`src/rtl/message_pkg.sv`:
```
// -----------------------------------------------------------------------------
// message_pkg
// Shared definitions for the 7-segment message path: message codes understood
// by message_decoder, the sequencer FSM encoding and the layout of one queued
// display request.
// -----------------------------------------------------------------------------
package message_pkg;

    localparam logic [3:0] MSG_HELLO = 4'h0;
    localparam logic [3:0] MSG_STAGE = 4'h2;
    localparam logic [3:0] MSG_TURN  = 4'h3;
    localparam logic [3:0] MSG_SCORE = 4'h6;
    localparam logic [3:0] MSG_LOSE  = 4'h7;
    localparam logic [3:0] MSG_BLANK = 4'hF;

    localparam int ENTRY_W = 9;

    typedef enum logic [1:0] {
        ST_IDLE   = 2'd0,
        ST_SHOW   = 2'd1,
        ST_STICKY = 2'd2
    } seq_state_t;

    // One queued request; sticky is the MSB so the packed layout is
    // {sticky, state, level}.
    typedef struct packed {
        logic       sticky;
        logic [3:0] state;
        logic [3:0] level;
    } msg_entry_t;

endpackage

```
`src/rtl/msg_fifo.sv`:
```
// -----------------------------------------------------------------------------
// msg_fifo
// Small synchronous FIFO holding pending display requests.
//   clk, reset : clock, synchronous active-high reset
//   clear      : synchronous flush of all entries
//   push, din  : write request (ignored when full)
//   pop        : read request (ignored when empty)
//   full/empty : occupancy flags, derived from registered count
//   head       : oldest entry, valid whenever !empty
// DEPTH must be a power of two so the pointers wrap naturally.
// -----------------------------------------------------------------------------
module msg_fifo #(
    parameter int DEPTH = 4,
    parameter int WIDTH = 9
) (
    input  logic             clk,
    input  logic             reset,
    input  logic             clear,
    input  logic             push,
    input  logic             pop,
    input  logic [WIDTH-1:0] din,
    output logic             full,
    output logic             empty,
    output logic [WIDTH-1:0] head
);

    localparam int AW = $clog2(DEPTH);
    localparam logic [AW:0]   FULL_C  = DEPTH[AW:0];
    localparam logic [AW:0]   CNT_ONE = 1;
    localparam logic [AW-1:0] PTR_ONE = 1;

    logic [WIDTH-1:0] mem_q [DEPTH];
    logic [AW-1:0]    rd_ptr_q, rd_ptr_d;
    logic [AW-1:0]    wr_ptr_q, wr_ptr_d;
    logic [AW:0]      count_q, count_d;
    logic             push_ok, pop_ok;

    assign full    = (count_q == FULL_C);
    assign empty   = (count_q == '0);
    assign push_ok = push && !full;
    assign pop_ok  = pop && !empty;
    assign head    = mem_q[rd_ptr_q];

    always_comb begin
        rd_ptr_d = rd_ptr_q;
        wr_ptr_d = wr_ptr_q;
        count_d  = count_q;
        if (push_ok) wr_ptr_d = wr_ptr_q + PTR_ONE;
        if (pop_ok)  rd_ptr_d = rd_ptr_q + PTR_ONE;
        // Simultaneous push and pop leaves the count unchanged.
        if (push_ok && !pop_ok) count_d = count_q + CNT_ONE;
        if (pop_ok && !push_ok) count_d = count_q - CNT_ONE;
        if (clear) begin
            rd_ptr_d = '0;
            wr_ptr_d = '0;
            count_d  = '0;
        end
    end

    always_ff @(posedge clk) begin
        if (reset) begin
            rd_ptr_q <= '0;
            wr_ptr_q <= '0;
            count_q  <= '0;
        end else begin
            rd_ptr_q <= rd_ptr_d;
            wr_ptr_q <= wr_ptr_d;
            count_q  <= count_d;
        end
    end

    // Storage carries no reset; only entries covered by count are ever read.
    always_ff @(posedge clk) begin
        if (push_ok && !clear) mem_q[wr_ptr_q] <= din;
    end

endmodule

```
`src/rtl/message_sequencer.sv`:
```
// -----------------------------------------------------------------------------
// message_sequencer
// Queues display requests from game logic and holds each one on the 7-segment
// display for at least HOLD_CYCLES cycles before showing the next.
//   clk, reset        : clock, synchronous active-high reset
//   req_valid/ready   : request handshake (ready = queue not full)
//   req_state/level   : message code and level digit
//   req_sticky        : keep message after hold expiry until replaced
//   flush             : drop queue and blank display immediately
//   state_number      : registered message code to message_decoder
//   level_number      : registered level digit to message_decoder
//   busy              : message on screen or requests pending
//   msg_done          : pulse in the final hold cycle of each message
// -----------------------------------------------------------------------------
module message_sequencer
    import message_pkg::*;
#(
    parameter int HOLD_CYCLES = 50000000,
    parameter int DEPTH       = 4
) (
    input  logic       clk,
    input  logic       reset,
    input  logic       req_valid,
    output logic       req_ready,
    input  logic [3:0] req_state,
    input  logic [3:0] req_level,
    input  logic       req_sticky,
    input  logic       flush,
    output logic [3:0] state_number,
    output logic [3:0] level_number,
    output logic       busy,
    output logic       msg_done
);

    localparam int CNT_W = $clog2(HOLD_CYCLES + 1);
    localparam logic [CNT_W-1:0] CNT_LOAD = CNT_W'(HOLD_CYCLES - 1);
    localparam logic [CNT_W-1:0] CNT_ONE  = 1;

    seq_state_t       fsm_q, fsm_d;
    logic [CNT_W-1:0] cnt_q, cnt_d;
    logic [3:0]       state_q, state_d;
    logic [3:0]       level_q, level_d;
    logic             sticky_q, sticky_d;

    logic             fifo_full, fifo_empty, fifo_push, fifo_pop, load;
    logic [ENTRY_W-1:0] fifo_din, fifo_head;
    msg_entry_t       head_entry;

    assign req_ready  = !fifo_full;
    assign fifo_push  = req_valid && req_ready && !flush;
    assign fifo_din   = {req_sticky, req_state, req_level};
    assign head_entry = msg_entry_t'(fifo_head);

    msg_fifo #(
        .DEPTH (DEPTH),
        .WIDTH (ENTRY_W)
    ) u_fifo (
        .clk   (clk),
        .reset (reset),
        .clear (flush),
        .push  (fifo_push),
        .pop   (fifo_pop),
        .din   (fifo_din),
        .full  (fifo_full),
        .empty (fifo_empty),
        .head  (fifo_head)
    );

    always_comb begin
        fsm_d    = fsm_q;
        cnt_d    = cnt_q;
        state_d  = state_q;
        level_d  = level_q;
        sticky_d = sticky_q;
        load     = 1'b0;
        unique case (fsm_q)
            ST_IDLE: begin
                if (!fifo_empty) load = 1'b1;
            end
            ST_SHOW: begin
                if (cnt_q == '0) begin
                    // Chain straight into the next entry so there is no blank gap.
                    if (!fifo_empty) begin
                        load = 1'b1;
                    end else if (sticky_q) begin
                        fsm_d = ST_STICKY;
                    end else begin
                        fsm_d    = ST_IDLE;
                        state_d  = MSG_BLANK;
                        level_d  = '0;
                        sticky_d = 1'b0;
                    end
                end else begin
                    cnt_d = cnt_q - CNT_ONE;
                end
            end
            ST_STICKY: begin
                if (!fifo_empty) load = 1'b1;
            end
            default: fsm_d = ST_IDLE;
        endcase
        if (load) begin
            fsm_d    = ST_SHOW;
            cnt_d    = CNT_LOAD;
            state_d  = head_entry.state;
            level_d  = head_entry.level;
            sticky_d = head_entry.sticky;
        end
        // Flush overrides everything, including a pending pop.
        if (flush) begin
            fsm_d    = ST_IDLE;
            cnt_d    = '0;
            state_d  = MSG_BLANK;
            level_d  = '0;
            sticky_d = 1'b0;
            load     = 1'b0;
        end
    end

    assign fifo_pop = load;

    always_ff @(posedge clk) begin
        if (reset) begin
            fsm_q    <= ST_IDLE;
            cnt_q    <= '0;
            state_q  <= MSG_BLANK;
            level_q  <= '0;
            sticky_q <= 1'b0;
        end else begin
            fsm_q    <= fsm_d;
            cnt_q    <= cnt_d;
            state_q  <= state_d;
            level_q  <= level_d;
            sticky_q <= sticky_d;
        end
    end

    assign state_number = state_q;
    assign level_number = level_q;
    assign busy         = (fsm_q != ST_IDLE) || !fifo_empty;
    // A message aborted by flush in its final cycle does not report completion.
    assign msg_done     = (fsm_q == ST_SHOW) && (cnt_q == '0) && !flush;

endmodule

```
`config.mk`:
```
export PLATFORM = sky130hd
export DESIGN_NAME = message_sequencer
export DESIGN_NICKNAME = d
export VERILOG_FILES = /design/src/rtl/message_pkg.sv /design/src/rtl/msg_fifo.sv /design/src/rtl/message_sequencer.sv
export SDC_FILE = /design/constraint.sdc
export NUM_CORES = 1
export LEC_CHECK = 0
export ABC_AREA = 1
export ABC_CLOCK_PERIOD_IN_PS = 2900
export BUFFER_PORTS_ARGS = -buffer_cell sky130_fd_sc_hd__buf_4
export CAP_MARGIN = 30
export CORE_MARGIN = 3
export CORE_UTILIZATION = 36
export CTS_BUF_LIST = sky130_fd_sc_hd__clkbuf_16
export DETAILED_ROUTE_END_ITERATION = 16
export SLEW_MARGIN = 40
export SYNTH_ARGS = -nofsm -noshare
export SYNTH_HDL_FRONTEND = slang
export SYNTH_SLANG_ARGS = --single-unit
```
`constraint.sdc`:
```
create_clock -name clk -period 2.9 [get_ports clk]
set_input_delay 0.58 -clock clk [delete_from_list [all_inputs] [get_ports clk]]
set_output_delay 0.58 -clock clk [all_outputs]
set_load 0.1 [all_outputs]
```
# After elaboration in Yosys (flattened, before gate mapping)
# Memories as Yosys holds them, arrays and structs flattened. A register that Yosys moved wholly into a read port is not among the register bits.
# Cells that the tools add are included.
dict set report classes {
  n_bitwise 2
  add_sub_neg 5
  reduce_logical 32
  mux 33
  eq_ne 10
}
# op count
set op_table {}
lappend op_table {{$mux 26} 3}
lappend op_table {{$mux 4} 10}
lappend op_table {{$logic_not 26->1} 1}
lappend op_table {{$sub 26x1->26 const B} 1}
lappend op_table {{$mux 1} 11}
lappend op_table {{$mux 2} 5}
lappend op_table {{$reduce_bool 2->1} 5}
lappend op_table {{$logic_and 1x1->1} 9}
lappend op_table {{$reduce_and 3->1} 3}
lappend op_table {{$mux 3} 2}
lappend op_table {{$ne 2x1->1 const B} 3}
lappend op_table {{$logic_not 1->1} 5}
lappend op_table {{$add 2x1->2 const B} 2}
lappend op_table {{$ne 2x2->1 const B} 2}
lappend op_table {{$pmux 2 s2} 1}
lappend op_table {{$reduce_and 2->1} 2}
lappend op_table {{$reduce_and 4->1} 1}
lappend op_table {{$reduce_or 2->1} 2}
lappend op_table {{$add 3x1->3 const B} 1}
lappend op_table {{$eq 3x3->1 const B} 1}
lappend op_table {{$logic_not 3->1} 1}
lappend op_table {{$ne 3x2->1 const B} 1}
lappend op_table {{$ne 3x3->1 const B} 1}
lappend op_table {{$reduce_or 3->1} 1}
lappend op_table {{7 further kinds} 8}
dict set report totals {
  in_bits 13
  register_bits 44
  memories 1
  ram_bits 36
  output_inout_bits 11
}
# memory words word_bits rd rd_ports_with_merged_regs wr line_no
set memory_table {}
lappend memory_table {u_fifo.mem_q 4 9 1 1 1 msg_fifo.sv:32} ;# logic [WIDTH-1:0] mem_q [DEPTH];

# Depth between registers and ports, before layout
# Gate-level depths: netlist of run 1.
dict set report logic_depth {
  depth_word 10
  depth_mapped 16
  depth_no_buf 16
}

# Cells and area by module
# From an unflattened synthesis of run 1, not the netlist that was laid out.
dict set report hier_totals {
  cells_unflattened 502
  area_unflattened_um2 4141.5
}
# module cells_each instances seq_area_each_um2 area_each_um2
set by_module_without_submodules {}
lappend by_module_without_submodules {message_sequencer 338 1 740.7 2188.3}
lappend by_module_without_submodules {msg_fifo 164 1 1261.2 1953.1}

# Least setup slack after synthesis of run 1
# Ideal clock, no wire load.
dict set report synth_path {
  path_type {register to output}
  start {register cnt_q[0]}
  end {output msg_done}
  arrival_ps 3238
  required_time_ps 2320
  path_stages_with_launch 9
  path_slack_ps -918
  cell_sequence {dfxtp_1 > inv_1 > ha_1 > nand2_2 > nor2_4 > nand2_4 > nor2_8 > inv_1 > nor3_1}
}
dict set report synth_via {
  elab_chain_cells 3
}
# item line_no
set synth_lines {}
lappend synth_lines {{start: declaration} message_sequencer.sv:40} ;# logic [CNT_W-1:0] cnt_q, cnt_d;
lappend synth_lines {{start signal: assignment} message_sequencer.sv:131} ;# cnt_q <= cnt_d;
lappend synth_lines {{$logic_not 26->1} message_sequencer.sv:142} ;# assign msg_done = (fsm_q == ST_SHOW) && (cnt_q == '0) && !flush;
lappend synth_lines {{$logic_and 1x1->1 (2 in series)} message_sequencer.sv:142}
lappend synth_lines {{end: declaration} message_sequencer.sv:32} ;# output logic msg_done
# No other way between the ends.

# Final worst setup path of run 1
# Same ends and word-level chain as after synthesis.

==> results.cfg, run 1 <==
[status]
status = finished clean

[sta]
fmax_mhz = 375
setup_tns_ps = 0
rsz0062_at_grt = no
setup_viol = 0
tightest_slew_ps = 468
fin_crit_ps = 2660
finalCritPeriodShare = 0.919
timing.final.max_slew_violations = 0
finalClockSkew_ps = 7.29
relSlewSlack = 0.688
finalHoldViolations = 0

[floorplan]
io_pins = 24
die_h_um = 111
initial_utilization = 0.376
coreArea_mm2 = 0.0105
die_area_mm2 = 0.0122
fp-row-count = 37
die_w_um = 111

[finish]
fin_util = 0.436
area_growth_pct = 16.0
fillers = 1027
final_common_cell = nand2_1
final_area_mm2 = 0.00457
layout_common_cells = 92 x nand2_1, 89 x nor2_1, 46 x dfxtp_1
final_cells = 646
diodes = 0
post_route_cells_drive_above_1_share = 0.145
register_area_mm2 = 0.00200
fin_nets = 525
multi_input_area_mm2 = 0.00169

[synth]
yosys.area.top_type_share = 0.275
synth_edf_count = 36
yosys-top-cells-area = edfxtp_1 27%, dfxtp_1 23%, nand2_1 8.8%
synth-seq-cells = 82
synthSimpleGateAreaFrac = 0.270
synth_async_sr_flop_share = 0
ys_warn_count = 0
syn_inst = 475
syn_nets = 495
ys_seq_area_frac = 0.508
syn_area_mm2 = 0.00394
synth_fa_ha_area_frac = 0.0241
synthXorXnorAreaFrac = 0.0245
synth_top_family_by_area = simple AND/OR/NAND/NOR gates
synth_compound_gate_area_share = 0.107
yosysTopAreaCell = edfxtp_1
synth-main-ff-cell = dfxtp_1
synth.area.mux_share = 0
syn-mean-instance-area_um2 = 8.29
synth_cell_types = 35

[worst_setup_path]
arrival_ps = 2080
critical_path_class = register to primary output
worstPathRequired_ps = 2320
crit_fanout = 8
cp-start-kind = register
worstSetupEndpointType = primary output

[clock_network]
post_cts_buffers = 0
htreeDepth = 3
root_buffer = clkbuf_16
cts_max_path_buffers = 2
cts_sinks = 82
clk_latency_ps = 350
cts_resized = 0
holdBufCountCts = 0
clk_transition_reported_paths_ps = 70
cts_tree = done
cts_buffers = 9

[routing]
final_antenna_net_count = 0
vias = 3067
drt_iter0_drc = 153
drc_errors = 0
viasPerCell = 4.75
wl_per_cell_um = 12.9
drt-total-wl_um = 8310
dr.pass1.iters = 4

[power]
seqPwrFrac = 0.399
combPwrFrac = 0.246
power.density_mw_per_mm2 = 702
p_int_mw = 2.09
clkPwrFrac = 0.355
p_sw_mw = 1.11
netSwitchingFraction = 0.347
leakagePower_nw = 1.96
ir_worst_vdd_mv = 0.335

[global_route]
overflow = 0
track_usage = 0.143
grt_max_degree = 30
grt_pass1_wl_um = 14300
antenna_found_initial = 0
grt_pass1_vias = 3099

[placed_design]
place_area_mm2 = 0.00427
dp_hpwl_um = 5740
place_congestion = 0.758
port_buffers = 23
dp.cells = 630

[hold_path]
min_path_type = input pin to register

[job]
drv_cap = 0
==> Yosys cell counts, types with 3 or more instances <==
library cell / count
clkbuf_1: 4
nand2_1: 92
buf_2: 4
nor2_2: 4
nor2_4: 3
nor2_1: 90
o22ai_1: 5
dfxtp_1: 46
inv_1: 45
a21oi_1: 36
ha_1: 6
nand3_2: 3
nand2_4: 4
edfxtp_1: 36
xor2_1: 9
nor3_1: 7
o21ai_0: 32
nand3_1: 23
nand2_2: 5
==> state kept, by name (all words and copies together), names as in the netlist, named ones only <==
register         cells
cnt_q               26
fsm_q                2
level_number         4
state_number         4
sticky_q             1
u_fifo.count_q       3
u_fifo.mem_q        36
u_fifo.rd_ptr_q      2
u_fifo.wr_ptr_q      2
==> area by class of cell <==
type,count,share of cell area
tap,136,0.0373
inverter,47,0.0386
timing repair buffer,30,0.0493
sequential,82,0.438
multi-input combinational,335,0.371
clock inverter,7,0.0162
clock buffer,9,0.0493
==> power groups by stage <==
stage                     Sequential (mW)  Clock (mW)  Combinational, mW
final                                1.28        1.14              0.789
after global routing                 1.29        1.22              0.887
after CTS                            1.28        1.17              0.797
after detailed placement             1.31           0              0.792
after global placement               1.31           0              0.779
after floorplan                      1.38           0              0.571
==> through the flow <==
stage / power (mW) / worst slack, ps / hold slack (ps)
CTS: 3.25 / 153 / 417
finish: 3.21 / 235 / 427
global placement: 2.09 / 380 / 465
floorplan: 1.95 / 231 / 443
global route: 3.39 / 62.7 / 414
detailed placement: 2.10 / 268 / 465
==> worst max-delay path: stages (launching register included) <==
cell	delay (ps)
dfxtp_1	300
inv_1	120
ha_2	260
nand2_2	100
nor2_4	170
nand2_4	90
nor2_8	180
inv_1	110
nor3_4	110
buf_4	300
==> final timing paths <==
path                         from                 end  slack [ps]  cells after the start
setup / recovery         cnt_q[0]            msg_done         240                      9
setup reg to reg         cnt_q[0]   u_fifo.count_q[2]         320                     16
hold / removal       req_level[0]  u_fifo.mem_q[2][0]         430                      1
hold reg to reg   state_number[1]     state_number[1]         480                      2
==> kinds of logic after synthesis <==
group           after synthesis
compound gates               80
fa+ha+maj                     7
buf+inv                      58
flops                        82
simple gates                237
xor+xnor                     11
==> metal layers <==
metal  global-route usage  part of all wire  vias up
li1                     -                 -     1611
met1                0.168              0.45     1409
met2                0.257              0.51       37
met3               0.0312             0.027       10
met4               0.0468             0.014        0
met5                    0                 0        -
(Power assumes the default switching activity.)
==> inputs of run 2 (changes only) <==
--- a/config.mk
+++ b/config.mk
@@ -18,2 +18,3 @@
 export SYNTH_HDL_FRONTEND = slang
+export SYNTH_HIERARCHICAL = 1
 export SYNTH_SLANG_ARGS = --single-unit
--- a/constraint.sdc
+++ b/constraint.sdc
@@ -3,2 +3,2 @@
 set_output_delay 0.58 -clock clk [all_outputs]
-set_load 0.1 [all_outputs]
+set_load 0.05 [all_outputs]
==> run 2 against run 1 <==
  * Via count increased by 5.7%
  * Core utilization decreased by 0.94 points
  * Power decreased by 7.4%
  * Sequential cell count unchanged
  * Register-to-register slack got worse by 30 ps
  * Synthesized area increased by 5.2%
  * Critical path type is now register to register
  * Critical endpoint is now u_fifo/count_q[2]
  * Largest power group unchanged
==> results.cfg, run 2 <==
[synth]
yosys-top-cells-area = edfxtp_1 26%, dfxtp_1 22%, nand2_1 9.2%
syn_inst = 502
synth_cell_types = 37
synth-seq-cells = 82
syn_nets = 522
ys_seq_area_frac = 0.483
synth_edf_count = 36
yosys.area.top_type_share = 0.261
synth_async_sr_flop_share = 0
syn_area_mm2 = 0.00414
yosysTopAreaCell = edfxtp_1
synth_most_common_cell = nand2_1
syn-mean-instance-area_um2 = 8.25
ys_warn_count = 6
synth-main-ff-cell = dfxtp_1
synth_common_cells = 101 x nand2_1, 78 x nor2_1, 56 x inv_1, 46 x dfxtp_1, 39 x nand3_1

[finish]
multi_input_area_mm2 = 0.00181
fillers = 1107
area_growth_pct = 13.7
diodes = 0
layout_common_cells = 101 x nand2_1, 77 x nor2_1, 56 x inv_1
final_area_mm2 = 0.00471
post_route_cells_drive_above_1_share = 0.167
max_flop_register = u_fifo/mem_q
final_cells = 674
register_area_mm2 = 0.00200
fin_nets = 549
final_common_cell = nand2_1
largest_reg_flops = 36
largestRegisters = u_fifo/mem_q: 36 flops, cnt_q: 26 flops

[power]
leakagePower_nw = 1.99
power.density_mw_per_mm2 = 630
ir_worst_vdd_mv = 0.391

[job]
drv_cap = 0

[routing]
wl_per_cell_um = 13.0
drc_errors = 0
vias = 3241
viasPerCell = 4.81
final_antenna_net_count = 0
drt-total-wl_um = 8760
drt_iter0_drc = 198
dr.pass1.iters = 5

[placed_design]
place_congestion = 0.827
place_area_mm2 = 0.00441
post-place-ws_ps = 199
dp.cells = 658
port_buffers = 23
dp_hpwl_um = 6000

[clock_network]
cts_tree = done
htreeDepth = 3
cts_max_path_buffers = 2
cts_sinks = 82
cts_buffers = 9
clk_transition_reported_paths_ps = 70
clk_latency_ps = 350
root_buffer = clkbuf_16

[sta]
setup_tns_ps = 0
fin_crit_ps = 2610
tightest_slew_ps = 768
finalClockSkew_ps = 6.25
setup_viol = 0
finalCritPeriodShare = 0.898
fmax_mhz = 384
finalHoldViolations = 0
rsz0062_at_grt = no
timing.final.max_slew_violations = 0
relSlewSlack = 0.487
setup_slack_ps = 294

[floorplan]
initial_utilization = 0.375
fp-row-count = 38
die_h_um = 113
die_w_um = 113
coreArea_mm2 = 0.0110
io_pins = 24
die_area_mm2 = 0.0128

[worst_setup_path]
worstPathRequired_ps = 3140
critical_path_class = register to register
cp-start-kind = register
worstSetupEndpointType = register
arrival_ps = 2850
crit_fanout = 8

[global_route]
overflow = 0
grt_pass1_wl_um = 15100
grt_max_degree = 27
track_usage = 0.147
antenna_found_initial = 0
grt_pass1_vias = 3211

[status]
status = finished clean

[hold_path]
min_path_type = input pin to register
==> run 2: changes by cell type in the layout (fill, tap and decap cells not counted), moves of 6 or more <==
cell     delta
nand2_1     +9
a21oi_1    -10
nor2_2     +16
nand3_1    +16
o21ai_0    -10
nor2_1     -12
inv_1      +11
nand4_1     +6
==> run 2: final cells by class <==
class,count,share of cell area
clock inverters,7,0.0141
inverters,60,0.0494
well taps,140,0.0372
clock buffers,9,0.0478
flip-flops and latches,82,0.425
multi-input cells,350,0.385
repair buffers,26,0.0414
==> run 2: power breakdown <==
part           total, mW  leakage [nW]  internal [mW]  switching [mW]
registers           1.26         0.697           1.23          0.0230
clock network       1.12         0.145          0.604           0.513
logic              0.596          1.15          0.200           0.396
==> run 2: critical path, stage by stage, from the launching register on <==
cell     delay, ps
dfxtp_1        320
inv_1           90
ha_2           210
nand2_2        110
nor2_8         180
nand2_4         80
nor2_8         200
a21oi_4         80
nor2_2         150
nand2_2         80
inv_2           60
ha_1           150
inv_1           70
fa_1           390
inv_1           70
nand2_1         40
nand3_1         80
nand2_1         50
nand2_1         50
nor2_1          30
==> run 2: per-stage QoR <==
stage | power [mW] | hold WS [ps] | utilization
2_1_floorplan | 1.74 | 450 | -
3_3_place_gp | 1.87 | 460 | 0.400
3_5_place_dp | 1.88 | 465 | 0.400
4_1_cts | 3.00 | 419 | 0.427
5_1_grt | 3.14 | 417 | 0.427
6_report | 2.97 | 430 | 0.427
==> run 2: metal layers <==
layer,vias to the layer above,global-route usage,wire (um)
li1,1693,-,-
met1,1474,0.179,3920
met2,65,0.254,4280
met3,9,0.0406,447
met4,0,0.0441,108
met5,-,0,0
==> run 2: worst paths after layout <==
kind                     start                  to  slack [ps]  cells after the start
hold / removal    req_level[3]  u_fifo/mem_q[3][3]         430                      1
setup / recovery      cnt_q[0]   u_fifo/count_q[2]         290                     19
hold reg to reg       cnt_q[0]            cnt_q[0]         480                      2
setup reg to reg      cnt_q[0]   u_fifo/count_q[2]         290                     19
==> run 2: logic make-up (layout without fill, tap and decap cells) <==
| logic type | after synthesis | count (layout) | share of synthesized area |
|---|---|---|---|
| AOI/OAI and AO/OA | 66 | 66 | 0.0925 |
| xor gates and xnor gates | 11 | 11 | 0.0233 |
| adders and majority gates | 7 | 7 | 0.0230 |
| buffers and inverters | 70 | 102 | 0.0798 |
| DFF | 82 | 82 | 0.483 |
| and+or+nand+nor | 266 | 266 | 0.298 |
==> run 2: what timing repair did <==
| action | CTS | global route |
|---|---|---|
| setup buffers | 0 | 0 |
| resized for setup | 0 | 2 |
| hold buffers | 0 | 0 |
| endpoints found under the setup margin | 0 | 1 |
